### config.mk
export PLATFORM = sky130hd
export DESIGN_NAME = lsu_rmw
export DESIGN_NICKNAME = d
export VERILOG_FILES = /design/src/rtl/lsu_pkg.sv /design/src/rtl/lsu_lane_align.sv /design/src/rtl/lsu_rmw.sv
export SDC_FILE = /design/constraint.sdc
export NUM_CORES = 1
export LEC_CHECK = 0
export ABC_AREA = 1
export CAP_MARGIN = 5
export CORE_ASPECT_RATIO = 0.6
export CORE_UTILIZATION = 37
export CTS_BUF_LIST = sky130_fd_sc_hd__clkbuf_16
export CTS_CLUSTER_DIAMETER = 200
export DETAILED_ROUTE_END_ITERATION = 10
export PLACE_DENSITY = 0.67
export SYNTH_ARGS = -nofsm -noshare
export SYNTH_HDL_FRONTEND = slang
export SYNTH_HIERARCHICAL = 1
export SYNTH_SLANG_ARGS = --single-unit
export TNS_END_PERCENT = 5
### constraint.sdc
create_clock -name clk -period 1.55 [get_ports clk]
set_input_delay 0.31 -clock clk [delete_from_list [all_inputs] [get_ports clk]]
set_output_delay 0.31 -clock clk [all_outputs]
set_load 0.005 [all_outputs]
### src/rtl/lsu_pkg.sv
// +--------------------------------------------------------------------+
// | lsu_pkg : shared types, funct3 codes and fault check for lsu_rmw    |
// | Rev 1.0                                                             |
// +--------------------------------------------------------------------+
`default_nettype none

package lsu_pkg;

   localparam int LSU_XLEN = 64;

   typedef enum logic [1:0] {
      IDLE   = 2'd0,
      LOAD   = 2'd1,
      RMW_RD = 2'd2,
      WRITE  = 2'd3
   } lsu_state_e;

   localparam logic [2:0] F3_B  = 3'b000;
   localparam logic [2:0] F3_H  = 3'b001;
   localparam logic [2:0] F3_W  = 3'b010;
   localparam logic [2:0] F3_D  = 3'b011;
   localparam logic [2:0] F3_BU = 3'b100;
   localparam logic [2:0] F3_HU = 3'b101;
   localparam logic [2:0] F3_WU = 3'b110;

   // Misalignment depends only on the access size in funct3[1:0].
   function automatic logic lsu_fault(input logic is_load, input logic [2:0] f3,
                                      input logic [2:0] lo);
      logic flt;
      flt = 1'b0;
      if (is_load && f3 == 3'b111) begin
         flt = 1'b1;
      end else if (!is_load && f3[2]) begin
         flt = 1'b1;
      end else begin
         case (f3[1:0])
            2'b01:   flt = lo[0];
            2'b10:   flt = |lo[1:0];
            2'b11:   flt = |lo;
            default: flt = 1'b0;
         endcase
      end
      return flt;
   endfunction

endpackage

`default_nettype wire

### src/rtl/lsu_lane_align.sv
// +--------------------------------------------------------------------+
// | lsu_lane_align : combinational load extract/extend, store merge     |
// | Rev 1.0                                                             |
// +--------------------------------------------------------------------+
`default_nettype none

module lsu_lane_align
   import lsu_pkg::*;
#(
   parameter int XLEN = LSU_XLEN
) (
   input  logic [2:0]      funct3,
   input  logic [2:0]      offset,
   input  logic [XLEN-1:0] mem_word,
   input  logic [XLEN-1:0] store_data,
   output logic [XLEN-1:0] load_ext,
   output logic [XLEN-1:0] merged
);

   logic [5:0]      shamt;
   logic [XLEN-1:0] shifted;
   logic [XLEN-1:0] size_mask;
   logic [XLEN-1:0] lane_mask;

   assign shamt   = {offset, 3'b000};
   assign shifted = mem_word >> shamt;

   always_comb begin
      load_ext = shifted;
      case (funct3)
         F3_B:    load_ext = {{(XLEN-8){shifted[7]}},   shifted[7:0]};
         F3_H:    load_ext = {{(XLEN-16){shifted[15]}}, shifted[15:0]};
         F3_W:    load_ext = {{(XLEN-32){shifted[31]}}, shifted[31:0]};
         F3_BU:   load_ext = {{(XLEN-8){1'b0}},  shifted[7:0]};
         F3_HU:   load_ext = {{(XLEN-16){1'b0}}, shifted[15:0]};
         F3_WU:   load_ext = {{(XLEN-32){1'b0}}, shifted[31:0]};
         default: load_ext = shifted;
      endcase
   end

   always_comb begin
      size_mask = '1;
      case (funct3[1:0])
         2'b00:   size_mask = {{(XLEN-8){1'b0}},  8'hFF};
         2'b01:   size_mask = {{(XLEN-16){1'b0}}, 16'hFFFF};
         2'b10:   size_mask = {{(XLEN-32){1'b0}}, 32'hFFFF_FFFF};
         default: size_mask = '1;
      endcase
   end

   assign lane_mask = size_mask << shamt;
   assign merged    = (mem_word & ~lane_mask) | ((store_data & size_mask) << shamt);

endmodule

`default_nettype wire

### src/rtl/lsu_rmw.sv
// +--------------------------------------------------------------------+
// | lsu_rmw : load/store unit with sub-word read-modify-write stores    |
// | Optional macro LSU_TRACE_EN adds simulation trace output. Rev 1.0   |
// +--------------------------------------------------------------------+
`default_nettype none

module lsu_rmw
   import lsu_pkg::*;
#(
   parameter int XLEN           = LSU_XLEN,
   parameter int MEM_DEPTH_LOG2 = 10
) (
   input  logic            clk,
   input  logic            reset,
   input  logic            req_valid,
   input  logic            req_load,
   input  logic            req_store,
   input  logic [2:0]      funct3,
   input  logic [XLEN-1:0] addr,
   input  logic [XLEN-1:0] store_data,
   output logic            stall,
   output logic            load_valid,
   output logic [XLEN-1:0] load_data,
   output logic            access_fault,
   output logic [XLEN-1:0] mem_address,
   output logic [XLEN-1:0] mem_data_in,
   output logic            MemWrite,
   output logic            MemRead,
   input  logic [XLEN-1:0] mem_data_out
);

   localparam logic [1:0] ST_IDLE   = 2'(IDLE);
   localparam logic [1:0] ST_LOAD   = 2'(LOAD);
   localparam logic [1:0] ST_RMW_RD = 2'(RMW_RD);
   localparam logic [1:0] ST_WRITE  = 2'(WRITE);

   logic [1:0]      state;
   logic [2:0]      op_funct3;
   logic [XLEN-1:0] op_addr;
   logic [XLEN-1:0] op_data;

   logic            accept;
   logic            req_fault;
   logic [XLEN-1:0] req_index;
   logic [XLEN-1:0] load_ext;
   logic [XLEN-1:0] merged;

   assign stall    = (state != ST_IDLE);
   assign MemRead  = (state == ST_LOAD) || (state == ST_RMW_RD);
   assign MemWrite = (state == ST_WRITE);

   // A request carrying both load and store is serviced as a load.
   assign accept    = req_valid && !stall && (req_load || req_store);
   assign req_fault = lsu_fault(req_load, funct3, addr[2:0]);
   assign req_index = {{(XLEN-MEM_DEPTH_LOG2){1'b0}}, addr[MEM_DEPTH_LOG2+2:3]};

   lsu_lane_align #(
      .XLEN (XLEN)
   ) u_align (
      .funct3     (op_funct3),
      .offset     (op_addr[2:0]),
      .mem_word   (mem_data_out),
      .store_data (op_data),
      .load_ext   (load_ext),
      .merged     (merged)
   );

   always_ff @(posedge clk) begin
      if (reset) begin
         state        <= ST_IDLE;
         op_funct3    <= 3'b000;
         op_addr      <= '0;
         op_data      <= '0;
         load_valid   <= 1'b0;
         load_data    <= '0;
         access_fault <= 1'b0;
         mem_address  <= '0;
         mem_data_in  <= '0;
      end else begin
         load_valid   <= 1'b0;
         access_fault <= 1'b0;
         case (state)
            ST_IDLE: begin
               if (accept) begin
                  if (req_fault) begin
                     access_fault <= 1'b1;
                  end else begin
                     op_funct3   <= funct3;
                     op_addr     <= addr;
                     op_data     <= store_data;
                     mem_address <= req_index;
                     if (req_load) begin
                        state <= ST_LOAD;
                     end else if (funct3 == F3_D) begin
                        mem_data_in <= store_data;
                        state       <= ST_WRITE;
                     end else begin
                        state <= ST_RMW_RD;
                     end
                  end
               end
            end
            ST_LOAD: begin
               load_data  <= load_ext;
               load_valid <= 1'b1;
               state      <= ST_IDLE;
            end
            ST_RMW_RD: begin
               mem_data_in <= merged;
               state       <= ST_WRITE;
            end
            ST_WRITE: begin
               state <= ST_IDLE;
            end
            default: begin
               state <= ST_IDLE;
            end
         endcase
      end
   end

`ifdef LSU_TRACE_EN
   always @(posedge clk) begin
      if (!reset && state == ST_WRITE) begin
         $display("lsu_rmw: write index=%0d data=%h", mem_address, mem_data_in);
      end
      if (!reset && load_valid) begin
         $display("lsu_rmw: load addr=%h data=%h", op_addr, load_data);
      end
   end
`else
   logic unused_addr_hi;
   assign unused_addr_hi = ^op_addr[XLEN-1:3];
`endif

endmodule

`default_nettype wire

---- After elaboration in Yosys (flattened, before gate mapping) ----
Index checks and enable logic that the tools add are counted.
W data, S select, Z words.
cells by class
  multiply operators ...................... 0
  reduce and logical (&&, ||, !) cells .... 20
  bitwise gates (word level) .............. 7
  mux-type cells .......................... 17
  shift-type cells ........................ 3
  order comparisons ....................... 0
  equality and inequality tests ........... 19
  $add $sub $neg .......................... 0
  divide/modulo/power cells ............... 0
operators by type and width
  operator              count
  $pmux W64 S6          1
  $mux W64              4
  $pmux W64 S3          1
  $and A64 B64 Y64      2
  $pmux W64 S2          1
  $shl A64 B6 Y64       2
  $not A64 Y64          1
  $or A64 B64 Y64       1
  $shr A64 B6 Y64       1
  $eq A3 B3 Y1 const B  4
  $eq A2 B2 Y1 const B  5
  $ne A2 B2 Y1 const B  4
  $eq A2 B1 Y1 const B  3
  $eq A3 B2 Y1 const B  2
  $mux W2               3
  $pmux W2 S3           1
  $reduce_or A3 Y1      2
  $mux W1               5
  $reduce_and A5 Y1     1
  $logic_and A1 B1 Y1   4
  $logic_not A2 Y1      2
  $reduce_bool A2 Y1    2
  $reduce_or A2 Y1      2
  $eq A3 B1 Y1 const B  1
  7 further kinds       11
word-level totals
  input port bits ......................... 200
  latch bits .............................. 0
  memories ................................ 0
  output and inout port bits .............. 197
  flip-flop bits (word level) ............. 212
  memory bits (writable) .................. 0
  ROM bits ................................ 0

---- Depth between registers and ports, before layout ----
  word-level depth ........................ 7
  gate-level depth with buffers ........... 14
  gate-level depth less buffers ........... 12

---- Hierarchy ----
Netlist, hierarchy kept.
modules (own cells, without submodules)
  module          times used  area each (µm²)  cells each
  lsu_rmw         1           9,441.6          1,283
  lsu_lane_align  1           4,857.2          1,045

---- Worst setup path before layout ----
Ideal clock, no wire load.
  path kind ............................... register to register
  from .................................... reg op_addr[1]
  to ...................................... reg mem_data_in[62]
  path buffers ............................ 3
  required time ........................... 1.440 ns
  library setup time ...................... 0.110 ns
  arrival ................................. 1.564 ns
  clock period less this slack ............ 1.674 ns
  slack ................................... -0.124 ns
  stages on the path, launching flop included .. 11
  path through ............................ dfxtp_1 buf_2 buf_2 buf_1 nand3_1 nand3_1 nand3_1 mux2i_1 nand3_1 nand2_1 nor2_1
between the ends
  longest elaborated chain between the ends .. 5
  elaborated cells between the ends (all ways) .. 6
ends and longest elaborated chain
  what                      RTL line              text
  start: declaration        lsu_rmw.sv:39         logic [XLEN-1:0] op_addr;
  start signal: assignment  lsu_rmw.sv:89         op_addr <= addr;
  $shl A64 B6 Y64           lsu_lane_align.sv:51  assign lane_mask = size_mask << shamt;
  $not A64 Y64              lsu_lane_align.sv:52  assign merged = (mem_word & ~lane_mask) | ((store_data & size_mask) << shamt);
  $and A64 B64 Y64          lsu_lane_align.sv:52
  $or A64 B64 Y64 (*)       lsu_lane_align.sv:52
  net merged[62]            lsu_rmw.sv:46         logic [XLEN-1:0] merged;
  $pmux W64 S2 (*)          lsu_rmw.sv:82         case (state)
  end signal: assignment    lsu_rmw.sv:95         mem_data_in <= store_data;
  end signal: assignment    lsu_rmw.sv:109        mem_data_in <= merged;
  end: declaration          lsu_rmw.sv:26         output logic [XLEN-1:0] mem_data_in,
The timed path passes the listed nets; every way through them passes the cells marked *.
A chain may end at the register's enable or synchronous reset.

---- Worst setup path in the final report ----
  from .................................... reg op_addr[0]
  to ...................................... reg load_data[6]
between the ends
  longest elaborated chain between the ends .. 2
ends and longest elaborated chain
  what                    RTL line              text
  $shr A64 B6 Y64         lsu_lane_align.sv:26  assign shifted = mem_word >> shamt;
  $pmux W64 S6            lsu_lane_align.sv:30  case (funct3)
  net load_ext[6]         lsu_rmw.sv:45         logic [XLEN-1:0] load_ext;
  end signal: assignment  lsu_rmw.sv:104        load_data <= load_ext;
  end: declaration        lsu_rmw.sv:23         output logic [XLEN-1:0] load_data,
The timed path passes the listed nets, and every way through them passes these cells.

==> flow_summary.toml <==
[outcome]
status = "complete, but fails checks"
violations = "negative setup slack"

[grt]
grt_max_degree = 80
globalRouteOverflowTotal = 0
grt_pass1_vias = 16273
grt_pass1_wl_mm = 100
antenna_found_initial = 5
grt_util_all_layers = 0.334

[cells_and_area]
fillCellCount = 3678
utilization = 0.582
synthToLayoutAreaGrowth_pct = 54.0
layout-drive-gt1-share = 0.232
fin_nets = 3047

[yosys]
mappedNetlistArea_um2 = 14300
yosys_warnings = 6
synth_seq_cells = 212
synth_top_area_cell = "dfxtp_1"
seq_area_frac_synth = 0.297
synth_area_leaders = "dfxtp_1 30%, nand2_1 14%, nand3_1 10%"
yosysUniqueCellTypes = 38
synthCells = 2328
synth.top_cell.area_share = 0.297
syn_area_per_cell_um2 = 6.14

[power_and_ir_drop]
total_power_mw = 18.2
peakVddDrop_uv = 681
total_leakage_power_nw = 10.5
powerDensity_nw_per_um2 = 825

[clocking]
cts_made_buffers = 22
insertion_delay_ps = 550
cts-hold-fix-buffers = 0
cts_tree = "built"
root_buffer = "clkbuf_16"
cts_sinks = 212
clockBufferDepth = 3
clk_pin_slew_ps = 70
cts_max_level = 1

[worst_setup_path]
cp_num_buf_inv = 4
cp_cell_sequence = "inv_8 -> buf_6 -> buf_4 -> nand2_4 -> nand2_1 -> o211ai_1 -> buf_4 -> o211ai_1 -> nor2_1 -> nor2_1"
cp.required_ps = 1990
cp-end-kind = "flop"
critPathKind = "reg -> reg"
critPathMaxStageDelay_ps = 470
crit_path_top_delay_cell = "dfxtp_4"
rrSetupSlack_ps = -420
critPathMaxFanout = 10
rr_startpoint = "op_addr[0]"
start_kind = "flop"
critPathTopFamily = "buffers and inverters"
reg2reg_depth = 10
cp.arrival_ps = 2410
r2r-end = "load_data[6]"

[floorplanning]
die_area_um2 = 39500
core-area_um2 = 37800
initial_utilization = 0.378
dieWidth_um = 256
dieHeight_um = 154
floorplan.rows = 55
io_pins = 397

[min_path]
worstHoldPathCells = 3
hold_path_class = "in -> reg"
holdPathEnd = "mem_address[0]"
worstHoldStart = "addr[3]"

[placed_design]
place_hpwl_mm = 52.0
pre_cts_ws_ps = -604
port_buffers = 291
gp_congestion = 1.02

[sta]
setup_viol = 202
skew_ps = 10.5
min_period_ps = 1970
final_hold_viol_count = 0
finalCritPeriodShare = 1.27
finalMaxSlewViolations = 0
rsz0062_at_grt = "true"
timing.fmax_ghz = 0.508
fin_ws_ps = -420

[drt]
vias_per_cell = 5.30
drtIter0Drc = 1755
dr_wl_met2_mm = 27.5
top_layer_used = "met5"
wl_met1_mm = 31.9
drt-total-wl_mm = 70.2
met3_length_mm = 9.27
drt_pass1_iterations = 6
drc = 0
ant_nets = 0
post_drt_wl_per_cell_um = 20.8
vias = 17868

[job]
cap_violations = 0
==> final cells by class <==
| type | instances | area [µm²] | area share |
|---|---|---|---|
| clock buffers | 23 | 576 | 0.0261 |
| well taps | 513 | 642 | 0.0292 |
| inverters | 288 | 1110 | 0.0504 |
| multi-input cells | 1655 | 8830 | 0.401 |
| repair buffers | 663 | 6350 | 0.288 |
| diodes | 1 | 2.50 | 0.000114 |
| flip-flops and latches | 212 | 4290 | 0.195 |
| repair inverters | 1 | 8.76 | 0.000398 |
| clock inverters | 17 | 211 | 0.00960 |
==> metal layers <==
metal / track usage / vias to the layer above
met1: 0.473 / 8411
met3: 0.140 / 104
met5: 0 / -
met4: 0.0693 / 10
met2: 0.464 / 927
li1: - / 8416
==> synth_stat cells <==
| cell | number |
|---|---|
| nor2_2 | 5 |
| inv_1 | 280 |
| nand4_4 | 1 |
| buf_2 | 74 |
| o21ai_0 | 243 |
| buf_1 | 18 |
| inv_2 | 7 |
| o22ai_1 | 2 |
| a21oi_2 | 1 |
| o211ai_1 | 25 |
| inv_4 | 1 |
| a21oi_1 | 105 |
| nand4_2 | 10 |
| a31oi_1 | 5 |
| nand2_2 | 5 |
| nor3_1 | 1 |
| a21boi_0 | 1 |
| a22oi_1 | 2 |
| buf_6 | 19 |
| conb_1 | 1 |
| o21a_1 | 1 |
| or2_1 | 3 |
| or2_2 | 8 |
| dfxtp_1 | 212 |
| o221ai_1 | 1 |
| o21ai_1 | 22 |
| buf_4 | 60 |
| nor2_1 | 251 |
| buf_12 | 1 |
| nand2_1 | 528 |
| clkbuf_1 | 54 |
| nand3_1 | 285 |
| mux2i_1 | 64 |
| o21ai_2 | 1 |
| nand4_1 | 24 |
| nand3_2 | 2 |
| ha_1 | 4 |
| o2111ai_1 | 1 |
==> where the power goes <==
| part | internal [mW] | switching, mW |
|---|---|---|
| Sequential | 5.78 | 0.259 |
| Clock | 3.52 | 2.48 |
| Combinational | 2.62 | 3.51 |
| Total | 11.9 | 6.24 |
==> logic make-up after synthesis <==
logic type,share of synthesized area
AND/OR/NAND/NOR,0.336
multiplexers,0.0448
flip-flops,0.297
AO/OA/AOI/OAI,0.150
adder cells (fa/ha/maj),0.00350
other,0.000262
buffers and inverters,0.168
==> sequential cells by signal, indices dropped and copies added, names as in the netlist <==
| name | cells |
|---|---|
| op_data | 64 |
| op_funct3 | 3 |
| load_valid | 1 |
| mem_address | 10 |
| state | 2 |
| access_fault | 1 |
| op_addr | 3 |
| mem_data_in | 64 |
| load_data | 64 |
==> worst register-to-register path, cell delays in order, from the launching register on <==
cell	delay, ps
dfxtp_4	470
inv_8	70
buf_6	140
buf_4	180
nand2_4	80
nand2_1	90
o211ai_1	370
buf_4	190
o211ai_1	110
nor2_1	120
nor2_1	50
==> worst max-delay path by stage <==
stage	slack, ps	from	cells after the start	to
5_1_grt	-420	op_addr[0]	11	load_data[9]
3_5_place_dp	-600	op_funct3[1]	13	mem_data_in[39]
3_3_place_gp	-630	mem_data_out[62]	9	load_data[22]
4_1_cts	-330	op_funct3[1]	11	mem_data_in[47]
6_report	-420	op_addr[0]	10	load_data[6]
2_1_floorplan	-20	op_funct3[1]	11	mem_data_in[57]
==> timing repair <==
action | CTS | global route
pin swaps | 58 | 57
buffers inserted | 10 | 8
resized for setup | 437 | 89
endpoints found under the setup margin | 343 | 214
endpoints found under the hold margin | 0 | 0
gates cloned | 7 | 8
==> placed cells by master, fill, tap and decap left out, drive strengths merged, types with 5 or more instances in the layout <==
| cell | instances |
|---|---|
| clkbuf | 29 |
| a21oi | 106 |
| o211ai | 25 |
| buf | 368 |
| bufinv | 5 |
| inv | 293 |
| dfxtp | 212 |
| nand2 | 533 |
| clkdlybuf4s50 | 148 |
| a31oi | 5 |
| o21ai | 266 |
| nand4 | 35 |
| nor2 | 256 |
| conb | 54 |
| nand3 | 287 |
| clkinv | 5 |
| mux2i | 64 |
| dlygate4sd2 | 140 |
| or2 | 11 |
==> stage by stage <==
step	area [µm²]	cells	hold slack [ps]	setup TNS, ps
after floorplan	14600	2381	379	-639
after CTS	21500	3357	377	-28340
after global placement	19700	3302	431	-87620
after detailed placement	19700	3302	436	-92280
after global routing	22000	3372	400	-57790
final	22000	3373	389	-40960
Note: power is estimated with default switching activity, not from simulation.
